## config.mk

```make
export PLATFORM = sky130hd
export DESIGN_NAME = io_pad_conditioner_bottom_flat
export DESIGN_NICKNAME = d
export VERILOG_FILES = /design/src/rtl/io_pad_conditioner_bottom_pkg.sv /design/src/rtl/io_pad_conditioner_bottom_if.sv /design/src/rtl/io_pad_debounce.sv /design/src/rtl/io_pad_conditioner_bottom.sv /design/src/flat_wrapper.sv
export SDC_FILE = /design/constraint.sdc
export NUM_CORES = 1
export LEC_CHECK = 0
export ABC_AREA = 1
export CORE_ASPECT_RATIO = 0.9
export CORE_MARGIN = 1.5
export CORE_UTILIZATION = 25
export CTS_BUF_LIST = sky130_fd_sc_hd__clkbuf_4 sky130_fd_sc_hd__clkbuf_8 sky130_fd_sc_hd__clkbuf_16
export DETAILED_ROUTE_END_ITERATION = 10
export SETUP_SLACK_MARGIN = 0.15
export SYNTH_ARGS = -nofsm -noshare
export SYNTH_HDL_FRONTEND = slang
export SYNTH_SLANG_ARGS = --single-unit
export TNS_END_PERCENT = 30
```

## constraint.sdc

```tcl
create_clock -name clk -period 0.9 [get_ports clk]
set_input_delay 0.27 -clock clk [delete_from_list [all_inputs] [get_ports clk]]
set_output_delay 0.27 -clock clk [all_outputs]
set_load 0.03 [all_outputs]
```

## src/rtl/io_pad_conditioner_bottom_pkg.sv

```systemverilog
// Shared constants and helpers for the pad-edge conditioners.
// The default parameters and the debounce counter width function live here.
package io_pad_pkg;

  localparam int N_IN_DEF        = 4;
  localparam int SYNC_STAGES_DEF = 2;
  localparam int DB_CYCLES_DEF   = 4;

  // Width of a counter that must hold values 0..n.
  function automatic int db_cnt_w(input int n);
    return (n < 1) ? 1 : $clog2(n + 1);
  endfunction

endpackage

```

## src/rtl/io_pad_conditioner_bottom_if.sv

```systemverilog
// Link between the pad conditioner and the bottom I/O tile of the fabric.
// Both signals are levels with no valid/ready: the tile samples GPIN and drives GPOUT on every clk edge.
interface io_pad_conditioner_bottom_if
  import io_pad_pkg::*;
#(
  parameter int N_IN = N_IN_DEF
);

  logic [N_IN-1:0] gfpga_pad_GPIN_PAD;
  logic            gfpga_pad_GPOUT_PAD;

  // The tile reads conditioned inputs and drives its single output pad.
  modport master (
    input  gfpga_pad_GPIN_PAD,
    output gfpga_pad_GPOUT_PAD
  );

  // The conditioner drives conditioned inputs and reads the tile output.
  modport slave (
    output gfpga_pad_GPIN_PAD,
    input  gfpga_pad_GPOUT_PAD
  );

endinterface

```

## src/rtl/io_pad_debounce.sv

```systemverilog
// One input channel: synchroniser chain, debouncer holding the accepted value,
// and registered rise/fall pulses that are suppressed while configuration is incomplete.
module io_pad_debounce
  import io_pad_pkg::*;
#(
  parameter int SYNC_STAGES = SYNC_STAGES_DEF,
  parameter int DB_CYCLES   = DB_CYCLES_DEF
) (
  input  logic clk,
  input  logic rst_n,
  input  logic cfg_done,
  input  logic pin,
  output logic stable,
  output logic rise,
  output logic fall
);

  localparam int                CNT_W    = db_cnt_w(DB_CYCLES);
  localparam logic [CNT_W-1:0]  CNT_LAST = CNT_W'(DB_CYCLES - 1);

  logic [SYNC_STAGES-1:0] sync_q;
  logic [CNT_W-1:0]       cnt;
  logic                   sync_v;
  logic                   differ;
  logic                   accept;

  assign sync_v = sync_q[SYNC_STAGES-1];

  always_comb begin
    differ = 1'b0;
    accept = 1'b0;
    differ = (sync_v != stable);
    // Acceptance happens on the DB_CYCLES-th consecutive differing sample.
    accept = differ && (cnt == CNT_LAST);
  end

  always_ff @(posedge clk or negedge rst_n) begin
    if (!rst_n) begin
      sync_q <= '0;
      stable <= 1'b0;
      cnt    <= '0;
      rise   <= 1'b0;
      fall   <= 1'b0;
    end else begin
      sync_q <= {sync_q[SYNC_STAGES-2:0], pin};
      rise   <= accept &  sync_v & cfg_done;
      fall   <= accept & ~sync_v & cfg_done;
      if (!differ) begin
        cnt <= '0;
      end else if (accept) begin
        stable <= sync_v;
        cnt    <= '0;
      end else begin
        cnt <= cnt + CNT_W'(1);
      end
    end
  end

endmodule

```

## src/rtl/io_pad_conditioner_bottom.sv

```systemverilog
// Bottom-edge pin conditioner: per-pin debounce channels feeding the I/O tile,
// configuration gating of the pads, and the registered chip output pin.
module io_pad_conditioner_bottom
  import io_pad_pkg::*;
#(
  parameter int N_IN        = N_IN_DEF,
  parameter int SYNC_STAGES = SYNC_STAGES_DEF,
  parameter int DB_CYCLES   = DB_CYCLES_DEF
) (
  input  logic                        clk,
  input  logic                        rst_n,
  input  logic                        cfg_done,
  input  logic [N_IN-1:0]             pin_in,
  io_pad_conditioner_bottom_if.slave  tile,
  output logic                        pin_out,
  output logic [N_IN-1:0]             in_rise,
  output logic [N_IN-1:0]             in_fall
);

  logic [N_IN-1:0] stable;

  for (genvar i = 0; i < N_IN; i++) begin : g_ch
    io_pad_debounce #(
      .SYNC_STAGES (SYNC_STAGES),
      .DB_CYCLES   (DB_CYCLES)
    ) u_db (
      .clk      (clk),
      .rst_n    (rst_n),
      .cfg_done (cfg_done),
      .pin      (pin_in[i]),
      .stable   (stable[i]),
      .rise     (in_rise[i]),
      .fall     (in_fall[i])
    );
  end

  // Combinational gate so the fabric sees 0 in the very cycle cfg_done is low.
  assign tile.gfpga_pad_GPIN_PAD = stable & {N_IN{cfg_done}};

  always_ff @(posedge clk or negedge rst_n) begin
    if (!rst_n) begin
      pin_out <= 1'b0;
    end else begin
      pin_out <= cfg_done & tile.gfpga_pad_GPOUT_PAD;
    end
  end

endmodule

```

## src/flat_wrapper.sv

```systemverilog
// flat-port wrapper written by rule: the top's interface ports become plain ports
module io_pad_conditioner_bottom_flat import io_pad_pkg::*;
#(
  parameter int N_IN        = N_IN_DEF,
  parameter int SYNC_STAGES = SYNC_STAGES_DEF,
  parameter int DB_CYCLES   = DB_CYCLES_DEF
)
  (clk, rst_n, cfg_done, pin_in, pin_out, in_rise, in_fall, tile_gfpga_pad_GPIN_PAD, tile_gfpga_pad_GPOUT_PAD);
  io_pad_conditioner_bottom_if #(.N_IN(N_IN)) tile_i ();
  input  logic clk;
  input  logic rst_n;
  input  logic cfg_done;
  input  logic [N_IN-1:0] pin_in;
  output logic pin_out;
  output logic [N_IN-1:0] in_rise;
  output logic [N_IN-1:0] in_fall;
  output wire logic [$bits(tile_i.gfpga_pad_GPIN_PAD)-1:0] tile_gfpga_pad_GPIN_PAD;
  input wire logic [$bits(tile_i.gfpga_pad_GPOUT_PAD)-1:0] tile_gfpga_pad_GPOUT_PAD;
  assign tile_gfpga_pad_GPIN_PAD = tile_i.gfpga_pad_GPIN_PAD;
  assign tile_i.gfpga_pad_GPOUT_PAD = tile_gfpga_pad_GPOUT_PAD;
  io_pad_conditioner_bottom #(.N_IN(N_IN), .SYNC_STAGES(SYNC_STAGES), .DB_CYCLES(DB_CYCLES)) u_core (.clk(clk), .rst_n(rst_n), .cfg_done(cfg_done), .pin_in(pin_in), .tile(tile_i), .pin_out(pin_out), .in_rise(in_rise), .in_fall(in_fall));
endmodule
```

# ---- Yosys cells after proc, flatten, opt, wreduce, memory -nomap -nowiden
# Index checks and enable logic that the tools add are counted.
dict set report word_totals {
  word_cells 71
  inputBits 8
  register_bits 33
}
dict set report classes {
  bitwise_logic 22
  n_reduce_logical 8
  add_sub_neg 4
  n_eq_ne 8
  n_mux 8
}
# op count
set ops {}
lappend ops {{3-bit 2-to-1 mux} 8}
lappend ops {{1-bit AND} 17}
lappend ops {{3-bit by 1-bit adder with 3-bit output, second input constant} 4}
lappend ops {{3-bit by 2-bit == test with 1-bit output, second input constant} 4}
lappend ops {{2-bit AND reduction} 4}
lappend ops {{4-bit AND} 1}
lappend ops {{1-bit logical AND} 4}
lappend ops {{1-bit inequality test} 4}
lappend ops {{1-bit NOT} 4}

# ---- Longest topological paths before layout
# Gate-level depths: netlist of run 1.
dict set report depth {
  word_depth 4
  ltp_mapped 5
}

# ---- By module
# Synthesis of run 1 repeated with hierarchy kept, for this count alone.
dict set report hier_totals {
  cells_unflattened 119
  hier_area_um2 1233.7
}
# mod area_each_um2 cells_per_inst n_inst
set by_module_without_submodules {}
lappend by_module_without_submodules {io_pad_debounce 292.8 27 4}
lappend by_module_without_submodules {io_pad_conditioner_bottom 62.6 11 1}

# ---- Worst setup path after synthesis of run 1
# Ideal clock, no wire load.
dict set report synth_path {
  kind {register to register}
  start {register u_core.g_ch[2].u_db.cnt[0]}
  end {register u_core.g_ch[2].u_db.cnt[2]}
  path_slack_ns -0.038
  arrival_time_ns 0.866
  stages_incl_launch_ff 4
  n_path_buf 0
  cell_sequence {dfrtp_1 ha_1 or2_1 nor2_1}
}
dict set report synth_via {
  elab_chain_cells 4
  word_cells_on_any_way 5
  cone_classes {add/sub: 1; eq/ne: 1; mux: 2; reduce/logical: 1}
}
# element line_no
set synth_lines {}
lappend synth_lines {{start: declaration} io_pad_debounce.sv:22} ;# logic [CNT_W-1:0] cnt;
lappend synth_lines {{start signal: assignment} io_pad_debounce.sv:54} ;# cnt <= cnt + CNT_W'(1);
lappend synth_lines {{parallel branches: the longest is 2 deep, another holds 3-bit by 1-bit adder with 3-bit output} --}
lappend synth_lines {{3-bit 2-to-1 mux (*)} io_pad_debounce.sv:50} ;# end else if (accept) begin
lappend synth_lines {{3-bit 2-to-1 mux (*)} io_pad_debounce.sv:48} ;# if (!differ) begin
# Every way passes the cells marked *.
# A chain may end at the register's enable or synchronous reset.

# ---- Worst setup path after layout of run 1
dict set report layout_path {
  start {register u_core.g_ch[2].u_db.stable}
  end {output port tile_gfpga_pad_GPIN_PAD[2]}
}
dict set report layout_via {
  elab_chain_cells 1
}
# element line_no
set layout_lines {}
lappend layout_lines {{start: declaration} io_pad_debounce.sv:13} ;# output logic stable,
lappend layout_lines {{start signal: assignment} io_pad_debounce.sv:51} ;# stable <= sync_v;
lappend layout_lines {{4-bit AND} io_pad_conditioner_bottom.sv:38} ;# assign tile.gfpga_pad_GPIN_PAD = stable & {N_IN{cfg_done}};
lappend layout_lines {{end: declaration} flat_wrapper.sv:17} ;# output wire logic [$bits(tile_i.gfpga_pad_GPIN_PAD)-1:0] tile_gfpga_pad_GPIN_PAD;
# No other way between the ends.

==> results of run 1 <==
## routing by layer
layer	up-vias	share of wire
met2	20	0.49
li1	440	-
met1	399	0.43
met4	0	0.021
met3	6	0.049
met5	-	0
## registers in the layout, indices dropped and copies added (netlist names)
name / count
u_core.g_ch.u_db.stable: 4
u_core.pin_out: 1
u_core.g_ch.u_db.rise: 4
u_core.g_ch.u_db.cnt: 12
u_core.g_ch.u_db.sync_q: 8
u_core.g_ch.u_db.fall: 4
## worst max path at each step
stage,start,endpoint,slack [ps],depth (start not counted)
6_report,u_core.g_ch[2].u_db.stable,tile_gfpga_pad_GPIN_PAD[2],-310,3
3_3_place_gp,cfg_done,tile_gfpga_pad_GPIN_PAD[0],-560,5
3_5_place_dp,cfg_done,tile_gfpga_pad_GPIN_PAD[2],-560,5
5_1_grt,u_core.g_ch[0].u_db.stable,tile_gfpga_pad_GPIN_PAD[0],-340,3
2_1_floorplan,u_core.g_ch[2].u_db.cnt[0],u_core.g_ch[2].u_db.cnt[2],30,3
4_1_cts,u_core.g_ch[2].u_db.stable,tile_gfpga_pad_GPIN_PAD[2],-350,3
## repair_timing
action                                  in CTS  in global routing
gates resized for setup                     25                 16
buffers inserted                             7                  5
pin swaps                                   12                 13
endpoints found under the setup margin      38                 37
## cell usage in the layout, fill, tap and decap left out, drive strengths merged
master / count
nand3: 3
buf: 32
dfrtp: 33
nand2: 28
bufinv: 2
clkinv: 1
ha: 4
dlygate4sd2: 1
inv: 20
nor3: 7
xnor2: 4
or2: 4
nand3b: 1
clkbuf: 5
clkdlybuf4s50: 6
nor2: 13
## per-stage QoR
step | util | std cells | hold slack [ps] | setup TNS (ps) | total power (W)
2_1_floorplan | - | 125 | -25.6 | 0 | 0.00272
3_3_place_gp | 0.324 | 209 | 333 | -5030 | 0.00306
3_5_place_dp | 0.324 | 209 | 336 | -5090 | 0.00308
4_1_cts | 0.387 | 224 | 350 | -3070 | 0.00519
5_1_grt | 0.414 | 229 | 359 | -4830 | 0.00586
6_report | 0.414 | 229 | 347 | -3490 | 0.00550
## logic make-up after synthesis
| group | Yosys count | share of synthesized area |
|---|---|---|
| and+or+nand+nor | 56 | 0.194 |
| xor gates and xnor gates | 4 | 0.0270 |
| buffers and inverters | 28 | 0.104 |
| adders and majority gates | 4 | 0.0386 |
| DFF | 33 | 0.636 |
## power groups by stage
stage          registers [W]  logic [W]  clock network (W)
3_3_place_gp         0.00194    0.00112                  0
4_1_cts              0.00190    0.00160            0.00170
6_report             0.00195    0.00189            0.00166
3_5_place_dp         0.00195    0.00113                  0
2_1_floorplan        0.00192   0.000803                  0
5_1_grt              0.00198    0.00212            0.00177
## area by class of cell
type / instances / area (um2)
inverters: 20 / 82.6
well taps: 65 / 81.3
multi-input cells: 64 / 517
clock inverters: 3 / 65.1
flip-flops and latches: 33 / 826
fillers: 455 / 2890
repair buffers: 39 / 398
clock buffers: 5 / 68.8
==> impl_metrics.env, run 1 <==
export IMPL_status="finished with violations"
export IMPL_violations="negative setup slack"
export IMPL_reg2reg_depth=4
export IMPL_syn2layout_area_growth_pct=57.1
export IMPL_die_area_um2=5630
export IMPL_final_area_um2=2040
export IMPL_cts_buffer_depth=2
export IMPL_p_sw_w=0.00164
export IMPL_post_route_period_util=1.35
export IMPL_synth_area_leaders="dfrtp_1 64%, nand2_1 8.1%, inv_1 5.5%"
export IMPL_critPathKind="reg -> out"
export IMPL_cts_tree="built"
export IMPL_pre_cts_ws_ps=-558
export IMPL_clkSinkCount=33
export IMPL_grt_pass1_wl_um=3730
export IMPL_synthesis_nets=137
export IMPL_yosysMostFrequentCell="dfrtp_1"
export IMPL_grtUsageMet2=0.130
export IMPL_switching_share=0.299
export IMPL_antenna_left=0
export IMPL_r2r_start="u_core.g_ch[3].u_db.stable"
export IMPL_syn_area_um2=1300
export IMPL_critPathSlowestCell="dfrtp_1"
export IMPL_cts_buffers=5
export IMPL_grt_setup_unrepaired="true"
export IMPL_r2r_slack_ps=-80
export IMPL_worst_slew_margin_rel=0.859
export IMPL_wire_per_inst_um=10.2
export IMPL_route_detailed_drc=0
export IMPL_grt_util_met3=0.0344
export IMPL_drt_pass1_iter_count=4
export IMPL_grt_use_met1=0.115
export IMPL_synth_edff_count=0
export IMPL_grt_pass1_vias=822
export IMPL_core_um2=4920
export IMPL_ioPinCount=21
export IMPL_startpoint_type="flop"
export IMPL_combPwrFrac=0.344
export IMPL_cap_viol_max_count=0
export IMPL_synth_seq_cells=33
export IMPL_hp_class="in -> async"
export IMPL_p_int_w=0.00386
export IMPL_drtIter0Drc=21
export IMPL_place_hpwl_um=1370
export IMPL_initial_core_util=0.263
export IMPL_ys_async_sr_fraction=1.00
export IMPL_htreeDepth=2
export IMPL_skew_ps=7.67
export IMPL_grt_usage=0.0891
export IMPL_grt_busiest_layer="met2"
export IMPL_setup_viol=31
export IMPL_overflow=0
export IMPL_layout_setup_ws_ps=-311
export IMPL_die_y_um=71.3
export IMPL_cp_max_fo=2
export IMPL_routabilityCongestion=0.737
export IMPL_fmax_mhz=826
export IMPL_max_stage_delay_ps=400
export IMPL_insertion_delay_ps=290
export IMPL_tightest_slew_ps=211
export IMPL_p_leak_nw=0.979
export IMPL_period_minus_slack_ps=1210
export IMPL_synth_cell_types=14
export IMPL_power_frac_clock=0.301
export IMPL_dpl_instance_area_um2=1600
export IMPL_finalMaxSlewViolations=0
export IMPL_power_share_sequential=0.355
export IMPL_seq_area_frac_synth=0.636
export IMPL_grt_max_degree=34
export IMPL_r2r_end="u_core.g_ch[3].u_db.cnt[0]"
export IMPL_cp_num_buf_inv=2
export IMPL_die_width_um=78.9
export IMPL_root_buffer="clkbuf_8"
export IMPL_row_count=24
export IMPL_synth_main_ff_cell="dfrtp_1"
export IMPL_cp_end_kind="output pin"
export IMPL_io_buffers=20
export IMPL_antenna_cells=0
export IMPL_required_ps=630
export IMPL_crit_chain="nand2_2, inv_4, buf_6"
export IMPL_synth_top_cell_area_share=0.636
export IMPL_vias=865
export IMPL_cp_top_family="flip-flops"
export IMPL_syn_area_per_cell_um2=10.4
export IMPL_worst_ep_arrival_time_ps=940
export IMPL_layout_drive_gt1_share=0.421
export IMPL_holdBufCountCts=0
export IMPL_grt_antenna_before_repair=0
export IMPL_synth_top_area_cell="dfrtp_1"
export IMPL_fin_nets=175
export IMPL_via_per_inst=3.78
export IMPL_p_per_area_nw_per_um2=2700
export IMPL_hold_violations=0
export IMPL_syn_inst=125
export IMPL_irDropWorstVdd_mv=0.924
export IMPL_synth_top_cells_by_count="33 x dfrtp_1, 28 x nand2_1, 19 x inv_1"
export IMPL_clk_pin_slew_ps=80
export IMPL_synth_warnings=0
export IMPL_postRouteWirelength_um=2330
Power figures use the tool's default switching activity.
==> inputs of run 2 (changes only) <==
CORE_ASPECT_RATIO = 1.2   (was 0.9)
==> run 2 against run 1 <==
Net effect: largest cell class unchanged; sequential power about the same; the flow still finishes with violations (negative setup slack); hold slack gained 0.66 ps; clock skew fell by 4.7 ps; sequential share of layout area grew 1.3 points; utilization is 1.7 points lower; first-iteration DRC count down 9.5%; cell area fell by 3.1%.
==> impl_metrics.env, run 2 (synthesized netlist as in run 1, its figures left out) <==
export IMPL_irDropWorstVdd_mv=0.964
export IMPL_tightest_slew_ps=209
export IMPL_post_route_period_util=1.34
export IMPL_root_buffer="clkbuf_8"
export IMPL_final_common_cell="dfrtp_1"
export IMPL_layout_drive_gt1_share=0.416
export IMPL_postRouteWirelength_um=2310
export IMPL_crit_chain="nand2_2, inv_4, buf_6"
export IMPL_grt_pass1_wl_um=3900
export IMPL_p_total_w=0.00494
export IMPL_die_area_um2=5630
export IMPL_status="finished with violations"
export IMPL_grt_use_met1=0.113
export IMPL_grt_antenna_before_repair=0
export IMPL_overflow=0
export IMPL_p_leak_nw=0.943
export IMPL_setup_viol=25
export IMPL_fmax_mhz=831
export IMPL_wire_per_inst_um=10.4
export IMPL_regMostFlops="u_core.g_ch.u_db.cnt"
export IMPL_cts_buffer_depth=2
export IMPL_finalMaxSlewViolations=0
export IMPL_grt_busiest_layer="met2"
export IMPL_grt_usage=0.0971
export IMPL_cp_max_fo=2
export IMPL_holdBufCountCts=0
export IMPL_setup_tns_ps=-3280
export IMPL_critPathKind="reg -> out"
export IMPL_die_width_um=68.8
export IMPL_r2r_slack_ps=-120
export IMPL_worst_ep_arrival_time_ps=930
export IMPL_htreeDepth=2
export IMPL_cp_end_kind="output pin"
export IMPL_startpoint_type="flop"
export IMPL_largest_register_ff_count=12
export IMPL_final_cell_mix="32 x dfrtp_1, 20 x nand2_1, 16 x buf_6"
export IMPL_hold_violations=0
export IMPL_violations="negative setup slack"
export IMPL_grt_util_met3=0.0411
export IMPL_skew_ps=3.01
export IMPL_layoutNonFillerInstCount=221
export IMPL_row_count=28
export IMPL_fin_nets=173
export IMPL_grt_setup_unrepaired="true"
export IMPL_grt_pass1_vias=897
export IMPL_layout_setup_ws_ps=-303
export IMPL_critPathSlowestCell="dfrtp_1"
export IMPL_cts_tree="built"
export IMPL_antenna_left=0
export IMPL_max_stage_delay_ps=400
export IMPL_switching_share=0.321
export IMPL_post_place_cells=204
export IMPL_grt_max_degree=34
export IMPL_vias=882
export IMPL_p_int_w=0.00336
export IMPL_initial_core_util=0.261
export IMPL_core_um2=4970
export IMPL_power_frac_clock=0.230
export IMPL_ioPinCount=21
export IMPL_via_per_inst=3.99
export IMPL_p_sw_w=0.00158
export IMPL_place_hpwl_um=1440
export IMPL_final_area_um2=1980
export IMPL_power_share_sequential=0.396
export IMPL_routabilityCongestion=0.697
export IMPL_clkSinkCount=33
export IMPL_drtIter0Drc=19
export IMPL_grtUsageMet2=0.152
export IMPL_io_buffers=20
export IMPL_worst_slew_margin_rel=0.861
export IMPL_dpl_instance_area_um2=1590
export IMPL_hp_class="in -> async"
export IMPL_reg_top3="u_core.g_ch.u_db.cnt: 12 flops, u_core.g_ch.u_db.sync_q: 8 flops"
export IMPL_period_minus_slack_ps=1200
export IMPL_combPwrFrac=0.374
export IMPL_route_detailed_drc=0
export IMPL_clk_pin_slew_ps=60
export IMPL_insertion_delay_ps=280
export IMPL_cts_buffers=5
export IMPL_cap_viol_max_count=0
export IMPL_p_per_area_nw_per_um2=2500
export IMPL_drt_pass1_iter_count=2
export IMPL_die_y_um=81.9
export IMPL_syn2layout_area_growth_pct=52.3
export IMPL_antenna_cells=0
export IMPL_required_ps=630
-- run 2: repair_timing --
action	in CTS	in global routing
buffers inserted	7	3
endpoints found under the setup margin	38	37
pin swaps	12	10
resized for setup	28	13
-- run 2: stage by stage --
step / setup slack (ps) / hold slack (ps) / utilization
after detailed placement: -558 / 336 / 0.320
after global placement: -555 / 332 / 0.320
final: -303 / 348 / 0.397
after global routing: -354 / 361 / 0.397
after floorplan: 27.0 / -25.6 / -
after CTS: -319 / 351 / 0.378
-- run 2: cell type report --
| class | count | area [um2] |
|---|---|---|
| Clock buffer | 7 | 90.1 |
| Fill cell | 501 | 3000 |
| Inverter | 20 | 82.6 |
| Multi-Input combinational cell | 64 | 522 |
| Sequential cell | 33 | 827 |
| Tap cell | 60 | 75.1 |
| Timing Repair Buffer | 37 | 379 |
-- run 2: final timing paths --
check / start / end / cells after the start
setup / recovery: u_core.g_ch[0].u_db.stable / tile_gfpga_pad_GPIN_PAD[0] / 3
hold / removal: rst_n / u_core.g_ch[0].u_db.cnt[0] / 2
setup reg to reg: u_core.g_ch[3].u_db.stable / u_core.g_ch[3].u_db.fall / 5
hold reg to reg: u_core.g_ch[2].u_db.sync_q[0] / u_core.g_ch[2].u_db.sync_q[1] / 0
max in group asynchronous: rst_n / u_core.g_ch[0].u_db.sync_q[1] / 2
min in group clk: u_core.g_ch[2].u_db.sync_q[0] / u_core.g_ch[2].u_db.sync_q[1] / 0
-- run 2: layer usage --
| metal | wire (um) | share of wire |
|---|---|---|
| met4 | 46 | 0.020 |
| met2 | 1160 | 0.50 |
| met1 | 966 | 0.42 |
| met5 | 0 | 0 |
| met3 | 137 | 0.059 |
-- run 2: power groups by stage --
stage	combinational (W)	sequential, W	clock [W]
finish	0.00185	0.00196	0.00114
detailed placement	0.00113	0.00195	0
global placement	0.00110	0.00195	0
global route	0.00207	0.00198	0.00126
floorplan	0.000803	0.00192	0
CTS	0.00163	0.00192	0.00118
-- run 2: worst max-delay path, delay by kind of cell (launching register included) --
family | cells | cell delay [ps]
buffers and inverters | 2 | 150
and+or+nand+nor | 1 | 100
DFF | 1 | 400
==> inputs of run 3 (changes only) <==
SYNTH_HIERARCHICAL = 1   (was not set)
==> run 3 against run 2 <==
Net effect: the run still ends with negative setup slack left; power is 5.5% lower; synthesized area is 4.9% lower; combinational power is 14% lower; sequential cell count stayed put; hold slack worse by 7.0 ps; critical path depth stayed put.
==> impl_metrics.env, run 3 <==
export IMPL_clkSinkCount=33
export IMPL_route_detailed_drc=0
export IMPL_antenna_left=0
export IMPL_antenna_cells=0
export IMPL_fin_nets=169
export IMPL_seq_area_frac_synth=0.669
export IMPL_synth_area_leaders="dfrtp_1 67%, nand2_1 7.6%, nor2_1 6.1%"
export IMPL_syn_area_um2=1230
export IMPL_insertion_delay_ps=290
export IMPL_grt_max_degree=34
export IMPL_cts_buffer_depth=2
export IMPL_layout_drive_gt1_share=0.312
export IMPL_violations="negative setup slack"
export IMPL_regMostFlops="u_core/g_ch.u_db/cnt"
export IMPL_root_buffer="clkbuf_8"
export IMPL_reg_top3="u_core/g_ch.u_db/cnt: 12 flops, u_core/g_ch.u_db/sync_q: 8 flops"
export IMPL_syn_area_per_cell_um2=10.4
export IMPL_synth_warnings=6
export IMPL_synth_top_cells_by_count="33 x dfrtp_1, 25 x nand2_1, 20 x nor2_1"
export IMPL_final_cell_mix="33 x dfrtp_1, 20 x nand2_1, 19 x nor2_1"
export IMPL_utilization=0.393
export IMPL_finalMaxSlewViolations=0
export IMPL_die_width_um=67.1
export IMPL_grt_pass1_wl_um=3860
export IMPL_cap_viol_max_count=0
export IMPL_core_um2=4660
export IMPL_p_leak_nw=0.892
export IMPL_period_minus_slack_ps=1200
export IMPL_largest_register_ff_count=12
export IMPL_grt_pass1_vias=884
export IMPL_synth_cell_types=9
export IMPL_critPathKind="reg -> out"
export IMPL_max_stage_delay_ps=390
export IMPL_tightest_slew_ps=255
export IMPL_skew_ps=1.45
export IMPL_layout_setup_ws_ps=-299
export IMPL_ys_async_sr_fraction=1.00
export IMPL_cts_buffers=5
export IMPL_final_common_cell="dfrtp_1"
export IMPL_synth_edff_count=0
export IMPL_cts_tree="built"
export IMPL_place_hpwl_um=1480
export IMPL_postRouteWirelength_um=2280
export IMPL_irDropWorstVdd_mv=0.948
export IMPL_critPathSlowestCell="dfrtp_1"
export IMPL_drt_pass1_iter_count=2
export IMPL_initial_core_util=0.265
export IMPL_overflow=0
export IMPL_hold_violations=0
export IMPL_fmax_mhz=834
export IMPL_synthesis_nets=131
export IMPL_yosysMostFrequentCell="dfrtp_1"
export IMPL_p_total_w=0.00467
export IMPL_via_per_inst=4.04
export IMPL_cp_max_fo=2
export IMPL_die_area_um2=5370
export IMPL_syn2layout_area_growth_pct=48.5
export IMPL_grt_setup_unrepaired="true"
export IMPL_die_y_um=80.0
export IMPL_hp_class="in -> async"
export IMPL_synth_top_cell_area_share=0.669
export IMPL_post_route_period_util=1.33
export IMPL_synth_top_area_cell="dfrtp_1"
export IMPL_worst_ep_arrival_time_ps=930
export IMPL_p_per_area_nw_per_um2=2550
export IMPL_synth_seq_cells=33
export IMPL_ioPinCount=21
export IMPL_row_count=27
export IMPL_io_buffers=20
export IMPL_drtIter0Drc=75
export IMPL_required_ps=630
export IMPL_syn_inst=119
export IMPL_worst_slew_margin_rel=0.830
export IMPL_setup_viol=25
export IMPL_routabilityCongestion=0.734
export IMPL_startpoint_type="flop"
export IMPL_htreeDepth=2
export IMPL_synth_main_ff_cell="dfrtp_1"
export IMPL_grt_usage=0.103
export IMPL_grt_antenna_before_repair=0
export IMPL_crit_chain="nand2_1, inv_2, buf_6"
export IMPL_status="finished with violations"
export IMPL_vias=868
export IMPL_cp_end_kind="output pin"
export IMPL_clk_pin_slew_ps=60
export IMPL_wire_per_inst_um=10.6
## run 3: cell count changes after synthesis, moves of 3 or more
cell and delta:
nor2_1 +7, nor3_1 -4, nor3_2 -3, or2_1 +5, buf_4 -8, nand2_1 -3
o21ai_0 +4
## run 3: cell families (layout without fill, tap and decap cells)
group	after synthesis	in the layout	share of synthesized area
fa+ha+maj	4	4	0.0406
flops	33	33	0.669
xor+xnor	4	4	0.0284
compound gates	4	4	0.0162
buf+inv	17	55	0.0517
simple gates	57	57	0.194
## run 3: metal layers
| metal | up-vias | GRT usage | share of wire |
|---|---|---|---|
| li1 | 430 | - | - |
| met1 | 409 | 0.112 | 0.44 |
| met2 | 22 | 0.154 | 0.47 |
| met3 | 7 | 0.0437 | 0.058 |
| met4 | 0 | 0.0796 | 0.034 |
| met5 | - | 0 | 0 |
## run 3: layout make-up
| cell class | instances | area, um2 |
|---|---|---|
| fillers | 457 | 2830 |
| flip-flops and latches | 33 | 826 |
| multi-input cells | 69 | 457 |
| repair buffers | 31 | 323 |
| clock buffers | 7 | 90.1 |
| well taps | 58 | 72.6 |
| inverters | 17 | 63.8 |
## run 3: power breakdown
| part | total, W | switching [W] | internal [W] | leakage [nW] |
|---|---|---|---|---|
| registers | 0.00192 | 0.000184 | 0.00174 | 0.427 |
| logic | 0.00159 | 0.000747 | 0.000841 | 0.418 |
| clock network | 0.00116 | 0.000520 | 0.000636 | 0.0477 |
| total | 0.00467 | 0.00145 | 0.00322 | 0.892 |
## run 3: what timing repair did
| action | in CTS | in global routing |
|---|---|---|
| endpoints found under the hold margin | 0 | 0 |
| resized for setup | 25 | 11 |
| buffers inserted | 5 | 0 |
| hold buffers | 0 | 0 |
| pin swaps | 3 | 6 |
| setup endpoints to repair | 38 | 37 |
## run 3: worst paths after layout
check	from	endpoint	slack [ps]	depth (start not counted)
worst max-delay path	u_core/g_ch[1].u_db/stable	tile_gfpga_pad_GPIN_PAD[1]	-300	3
worst min-delay path	rst_n	u_core/g_ch[2].u_db/stable	340	2
worst max register to register	u_core/g_ch[3].u_db/stable	u_core/g_ch[3].u_db/rise	-240	5
worst min register to register	u_core/g_ch[2].u_db/sync_q[0]	u_core/g_ch[2].u_db/sync_q[1]	350	0
max in group asynchronous	rst_n	u_core/g_ch[3].u_db/cnt[0]	380	2
min in group clk	u_core/g_ch[2].u_db/sync_q[0]	u_core/g_ch[2].u_db/sync_q[1]	350	0
## run 3: per-stage QoR
| stage | worst slack, ps | cell area (um2) | std cells | setup TNS [ps] | hold WS (ps) |
|---|---|---|---|---|---|
| finish | -299 | 1830 | 215 | -3540 | 341 |
| global route | -340 | 1830 | 215 | -4800 | 343 |
| CTS | -304 | 1770 | 215 | -3750 | 345 |
| detailed placement | -580 | 1540 | 203 | -6460 | 342 |
| global placement | -584 | 1540 | 203 | -6420 | 333 |
| floorplan | 34.6 | 1240 | 119 | 0 | -25.6 |
## run 3: critical path, delay by kind of cell, from the launching register on
family	cells	cell delay (ps)
buf+inv	2	170
flops	1	390
simple gates	1	80
